**config.mk**
```make
export PLATFORM = sky130hd
export DESIGN_NAME = syscall_controller
export DESIGN_NICKNAME = d
export VERILOG_FILES = /design/src/rtl/syscall_controller.sv
export SDC_FILE = /design/constraint.sdc
export NUM_CORES = 1
export LEC_CHECK = 0
export BUFFER_PORTS_ARGS = -buffer_cell sky130_fd_sc_hd__buf_4
export CAP_MARGIN = 5
export CORE_MARGIN = 10
export CORE_UTILIZATION = 54
export DETAILED_ROUTE_END_ITERATION = 6
export GPL_ROUTABILITY_DRIVEN = 0
export GPL_TIMING_DRIVEN = 0
export HOLD_SLACK_MARGIN = 0.02
export PLACE_DENSITY = 0.84
export SYNTH_ARGS = -nofsm -noshare
export SYNTH_HDL_FRONTEND = slang
export SYNTH_SLANG_ARGS = --single-unit
```
**constraint.sdc**
```tcl
create_clock -name clk -period 2.5 [get_ports clk]
set_input_delay 0.375 -clock clk [delete_from_list [all_inputs] [get_ports clk]]
set_output_delay 0.375 -clock clk [all_outputs]
set_load 0.02 [all_outputs]
```
**src/rtl/syscall_controller.sv**
```systemverilog
// Syscall controller: reads the syscall code and argument from the register
// file, then prints, halts or flags an unsupported code.
module syscall_controller #(
   parameter int unsigned V0_ADDR    = 2,
   parameter int unsigned A0_ADDR    = 4,
   parameter int unsigned PRINT_CODE = 1,
   parameter int unsigned EXIT_CODE  = 10
) (
   input  logic        clk,
   input  logic        rst_n,
   input  logic        syscall,
   output logic        stall,
   output logic        rf_rd_en,
   output logic [4:0]  rf_rd_addr,
   input  logic [31:0] rf_rd_data,
   output logic        out_valid,
   output logic [31:0] out_data,
   input  logic        out_ready,
   output logic        halted,
   output logic        bad_code,
   output logic [31:0] bad_code_val,
   output logic [15:0] syscall_count
);

   typedef enum logic [2:0] {
      S_IDLE,
      S_RD_V0,
      S_RD_A0,
      S_DISPATCH,
      S_PRINT,
      S_ERR,
      S_HALT
   } state_e;

   localparam logic [4:0]  V0_A    = 5'(V0_ADDR);
   localparam logic [4:0]  A0_A    = 5'(A0_ADDR);
   localparam logic [31:0] PRINT_C = 32'(PRINT_CODE);
   localparam logic [31:0] EXIT_C  = 32'(EXIT_CODE);

   state_e      state_q, state_d;
   logic        sys_q;
   logic        edge_det;
   logic [15:0] count_q, count_d;
   logic [31:0] code_q, code_d;
   logic [31:0] arg_q, arg_d;
   logic [31:0] out_data_q, out_data_d;
   logic [31:0] bad_val_q, bad_val_d;

   // gated by rst_n so stall drops the instant reset is asserted
   assign edge_det = rst_n & syscall & ~sys_q;

   always_ff @(posedge clk or negedge rst_n) begin
      if (!rst_n) begin
         state_q <= S_IDLE;
      end else begin
         state_q <= state_d;
      end
   end

   always_comb begin
      state_d = state_q;
      case (state_q)
         S_IDLE: begin
            if (edge_det) begin
               state_d = S_RD_V0;
            end
         end
         S_RD_V0:    state_d = S_RD_A0;
         S_RD_A0:    state_d = S_DISPATCH;
         S_DISPATCH: begin
            if (code_q == PRINT_C) begin
               state_d = S_PRINT;
            end else if (code_q == EXIT_C) begin
               state_d = S_HALT;
            end else begin
               state_d = S_ERR;
            end
         end
         S_PRINT: begin
            if (out_ready) begin
               state_d = S_IDLE;
            end
         end
         S_ERR:   state_d = S_IDLE;
         S_HALT:  state_d = S_HALT;
         default: state_d = S_IDLE;
      endcase
   end

   always_comb begin
      stall      = (state_q != S_IDLE) | edge_det;
      rf_rd_en   = 1'b0;
      rf_rd_addr = 5'd0;
      out_valid  = 1'b0;
      halted     = 1'b0;
      bad_code   = 1'b0;
      case (state_q)
         S_RD_V0: begin
            rf_rd_en   = 1'b1;
            rf_rd_addr = V0_A;
         end
         S_RD_A0: begin
            rf_rd_en   = 1'b1;
            rf_rd_addr = A0_A;
         end
         S_PRINT: out_valid = 1'b1;
         S_ERR:   bad_code  = 1'b1;
         S_HALT:  halted    = 1'b1;
         default: ;
      endcase
   end

   always_ff @(posedge clk or negedge rst_n) begin
      if (!rst_n) begin
         sys_q <= 1'b0;
      end else begin
         sys_q <= syscall;
      end
   end

   // captured values are loaded on the transition into the state using them
   always_comb begin
      count_d    = count_q;
      code_d     = code_q;
      arg_d      = arg_q;
      out_data_d = out_data_q;
      bad_val_d  = bad_val_q;
      case (state_q)
         S_IDLE: begin
            if (edge_det) begin
               count_d = count_q + 16'd1;
            end
         end
         S_RD_V0: code_d = rf_rd_data;
         S_RD_A0: arg_d  = rf_rd_data;
         S_DISPATCH: begin
            if (code_q == PRINT_C) begin
               out_data_d = arg_q;
            end else if (code_q != EXIT_C) begin
               bad_val_d = code_q;
            end
         end
         default: ;
      endcase
   end

   always_ff @(posedge clk or negedge rst_n) begin
      if (!rst_n) begin
         count_q    <= 16'd0;
         code_q     <= 32'd0;
         arg_q      <= 32'd0;
         out_data_q <= 32'd0;
         bad_val_q  <= 32'd0;
      end else begin
         count_q    <= count_d;
         code_q     <= code_d;
         arg_q      <= arg_d;
         out_data_q <= out_data_d;
         bad_val_q  <= bad_val_d;
      end
   end

   assign out_data      = out_data_q;
   assign bad_code_val  = bad_val_q;
   assign syscall_count = count_q;

endmodule

```
==> impl_metrics.json <==
{
  "regArea_um2": 3700,
  "row_count": 37,
  "p_per_area_nw_per_um2": 1220,
  "wire_per_inst_um": 19.2,
  "synth.most_common_cell": "dfrtp_1",
  "synth.avg_cell_area_um2": 15.6,
  "start_kind": "flop",
  "drv_slew": 0,
  "fin_area_um2": 7600,
  "async_flop_share_pct": 100,
  "dieArea_um2": 15300,
  "routed_via_density": 5.26,
  "dieWidth_um": 124,
  "track_usage_pct": 17.3,
  "max_slew_margin_pct": 65.8,
  "setup_violations": 0,
  "rsz0062_at_grt": "no",
  "drtPass1Iterations": 4,
  "end_kind": "flop",
  "ys_seq_elements": 148,
  "clockBufferDepth": 2,
  "ys.flop_type": "dfrtp_1",
  "drt-total-wl_um": 12900,
  "ir_worst_vdd_mv": 0.663,
  "tightestPinTransition_ps": 513,
  "dp_hpwl_um": 9320,
  "period_minus_slack_ps": 2370,
  "final_core_util_pct": 73.0,
  "die_h_um": 124,
  "ys_types": 33,
  "via_count": 3535,
  "grt_pass1_vias": 3894,
  "skew_ps": 10.3,
  "post_dp_cell_area_um2": 6950,
  "grt_antenna_before_repair": 0,
  "cp.arrival_ps": 2760,
  "io_buffers": 122,
  "syn-cell-area_um2": 5830,
  "synth_seq_area_share_pct": 63.6,
  "layout.nets": 560,
  "clk_latency_ps": 510,
  "period_share_pct": 94.9,
  "max_cap_viol_count": 0,
  "overflow": 0,
  "n_antenna_cell": 0,
  "grt_max_degree": 105,
  "final_hold_viol_count": 0,
  "core_um2": 10400,
  "drive_gt1_share_pct": 57.6,
  "clk_pin_slew_worst_paths_ps": 70,
  "synth_edf_count": 0,
  "status": "complete, no violations",
  "drt_iter0_drc": 171,
  "antenna_left": 0,
  "cts_sinks": 148,
  "synth-warning-count": 0,
  "numCtsBuffers": 17,
  "fill_cells": 701,
  "drc": 0,
  "root_buffer": "clkbuf_8",
  "max_freq_ghz": 0.421,
  "ys_top_cells_by_area": "dfrtp_1 64%, mux2_2 24%, xnor2_1 1.5%",
  "hold_path.class": "input port to flop",
  "synth_cells": 374,
  "synth.top_cells.by_count": "148 x dfrtp_1, 126 x mux2_2, 10 x xnor2_1",
  "synth_top_cell_area_share_pct": 63.6,
  "yosysTopAreaCell": "dfrtp_1",
  "crit_fanout": 10,
  "crit_type": "flop to flop",
  "htree_num_levels": 4,
  "cts_tree": "built",
  "ios": 126,
  "leakage_nw": 3.63,
  "grt_pass1_wl_um": 20400,
  "multi_input_area_um2": 2000,
  "synthToLayoutAreaGrowth_pct": 30.5,
  "cp.required_ps": 2890,
  "initial_core_util_pct": 55.9
}
## state kept, by name, indices dropped and copies added (netlist names)
name / cells
bad_code_val: 32
state_q: 3
sys_q: 1
code_q: 32
syscall_count: 16
out_data: 32
arg_q: 32
## path summary, 6_finish.rpt
path,startpoint,end,slack [ps],cells past startpoint
setup / recovery,code_q[19]$_DFFE_PN0P_,bad_code_val[15]$_DFFE_PN0P_,130,5
setup reg to reg,code_q[19]$_DFFE_PN0P_,bad_code_val[15]$_DFFE_PN0P_,130,5
min in group asynchronous,rst_n,syscall_count[8]$_DFFE_PN0P_,350,2
max in group asynchronous,rst_n,bad_code_val[17]$_DFFE_PN0P_,1310,3
hold / removal,rf_rd_data[19],code_q[19]$_DFFE_PN0P_,100,2
hold reg to reg,syscall_count[10]$_DFFE_PN0P_,syscall_count[10]$_DFFE_PN0P_,490,1
## area by class of cell
| cell class | count | share of cell area [%] |
|---|---|---|
| sequential | 148 | 48.7 |
| multi-input combinational | 207 | 26.3 |
| timing repair buffer | 128 | 13.0 |
| clock buffer | 17 | 5.45 |
| clock inverter | 15 | 2.34 |
| tap | 136 | 2.24 |
| buffer | 18 | 1.84 |
| inverter | 3 | 0.148 |
## worst max-delay path: stages (launching register included)
cell,delay [ps]
dfrtp_1,400
nor4_1,400
nand4_1,340
o31ai_4,510
buf_6,230
mux2_2,360
## power by group
group / internal, mW / switching, mW
Sequential: 3.26 / 0.556
Combinational: 1.59 / 1.41
Clock: 1.39 / 1.11
Total: 6.24 / 3.07
## cell usage in the layout (no fill, tap or decap), types with 2 or more instances in the layout
| cell type | synthesis | routed |
|---|---|---|
| clkinv_8 | 0 | 2 |
| buf_4 | 3 | 128 |
| buf_6 | 6 | 7 |
| nor4_1 | 6 | 6 |
| conb_1 | 1 | 3 |
| dfrtp_1 | 148 | 148 |
| and4_1 | 2 | 2 |
| and3_1 | 4 | 4 |
| buf_2 | 8 | 6 |
| inv_6 | 0 | 7 |
| nand3_1 | 5 | 5 |
| nand2_1 | 9 | 9 |
| nand2b_1 | 2 | 2 |
| mux2_1 | 3 | 3 |
| xor2_1 | 5 | 5 |
| nor2_1 | 4 | 3 |
| inv_8 | 0 | 4 |
| nor3b_1 | 3 | 3 |
| nor3_1 | 6 | 6 |
| inv_1 | 3 | 3 |
| and3b_1 | 2 | 2 |
| clkbuf_16 | 0 | 16 |
| xnor2_1 | 10 | 10 |
| nor3_2 | 3 | 2 |
| nand4_1 | 4 | 4 |
| mux2_2 | 126 | 126 |
| dlygate4sd3_1 | 0 | 2 |
## through the flow
stage	hold slack [ps]	setup slack [ps]	TNS, ps	total power [mW]	instances
detailed placement	327	143	0	6.82	635
CTS	84.6	41.9	0	9.38	670
finish	104	127	0	9.31	672
global route	78.6	39.6	0	9.83	672
global placement	463	-767	-6440	6.63	634
floorplan	79.4	591	0	5.64	376
## what timing repair did
action,in CTS,in global routing
cloned,0,0
endpoints found under the hold margin,45,0
setup buffers,1,2
pin swaps,1,1
resized for setup,4,1
hold buffers,2,0
endpoints found under the setup margin,3,1
## kinds of logic after synthesis
| kind of cell | after synthesis | synth area share (%) |
|---|---|---|
| DFF | 148 | 63.6 |
| buffers and inverters | 21 | 2.51 |
| muxes | 129 | 24.9 |
| and+or+nand+nor | 52 | 5.28 |
| other | 1 | 0.0644 |
| AOI/OAI and AO/OA | 7 | 1.18 |
| xor gates and xnor gates | 15 | 2.25 |
| adders and majority gates | 1 | 0.215 |
## routing by layer
metal / share of wire, % / GRT usage, % / wire length, µm / up-vias
li1: - / - / - / 1631
met2: 51 / 29.3 / 6580 / 81
met3: 8.7 / 7.51 / 1120 / 11
met5: 0 / 0 / 0 / -
met1: 39 / 19.3 / 5080 / 1812
met4: 1.1 / 5.31 / 140 / 0
Power figures use the tool's default switching activity.
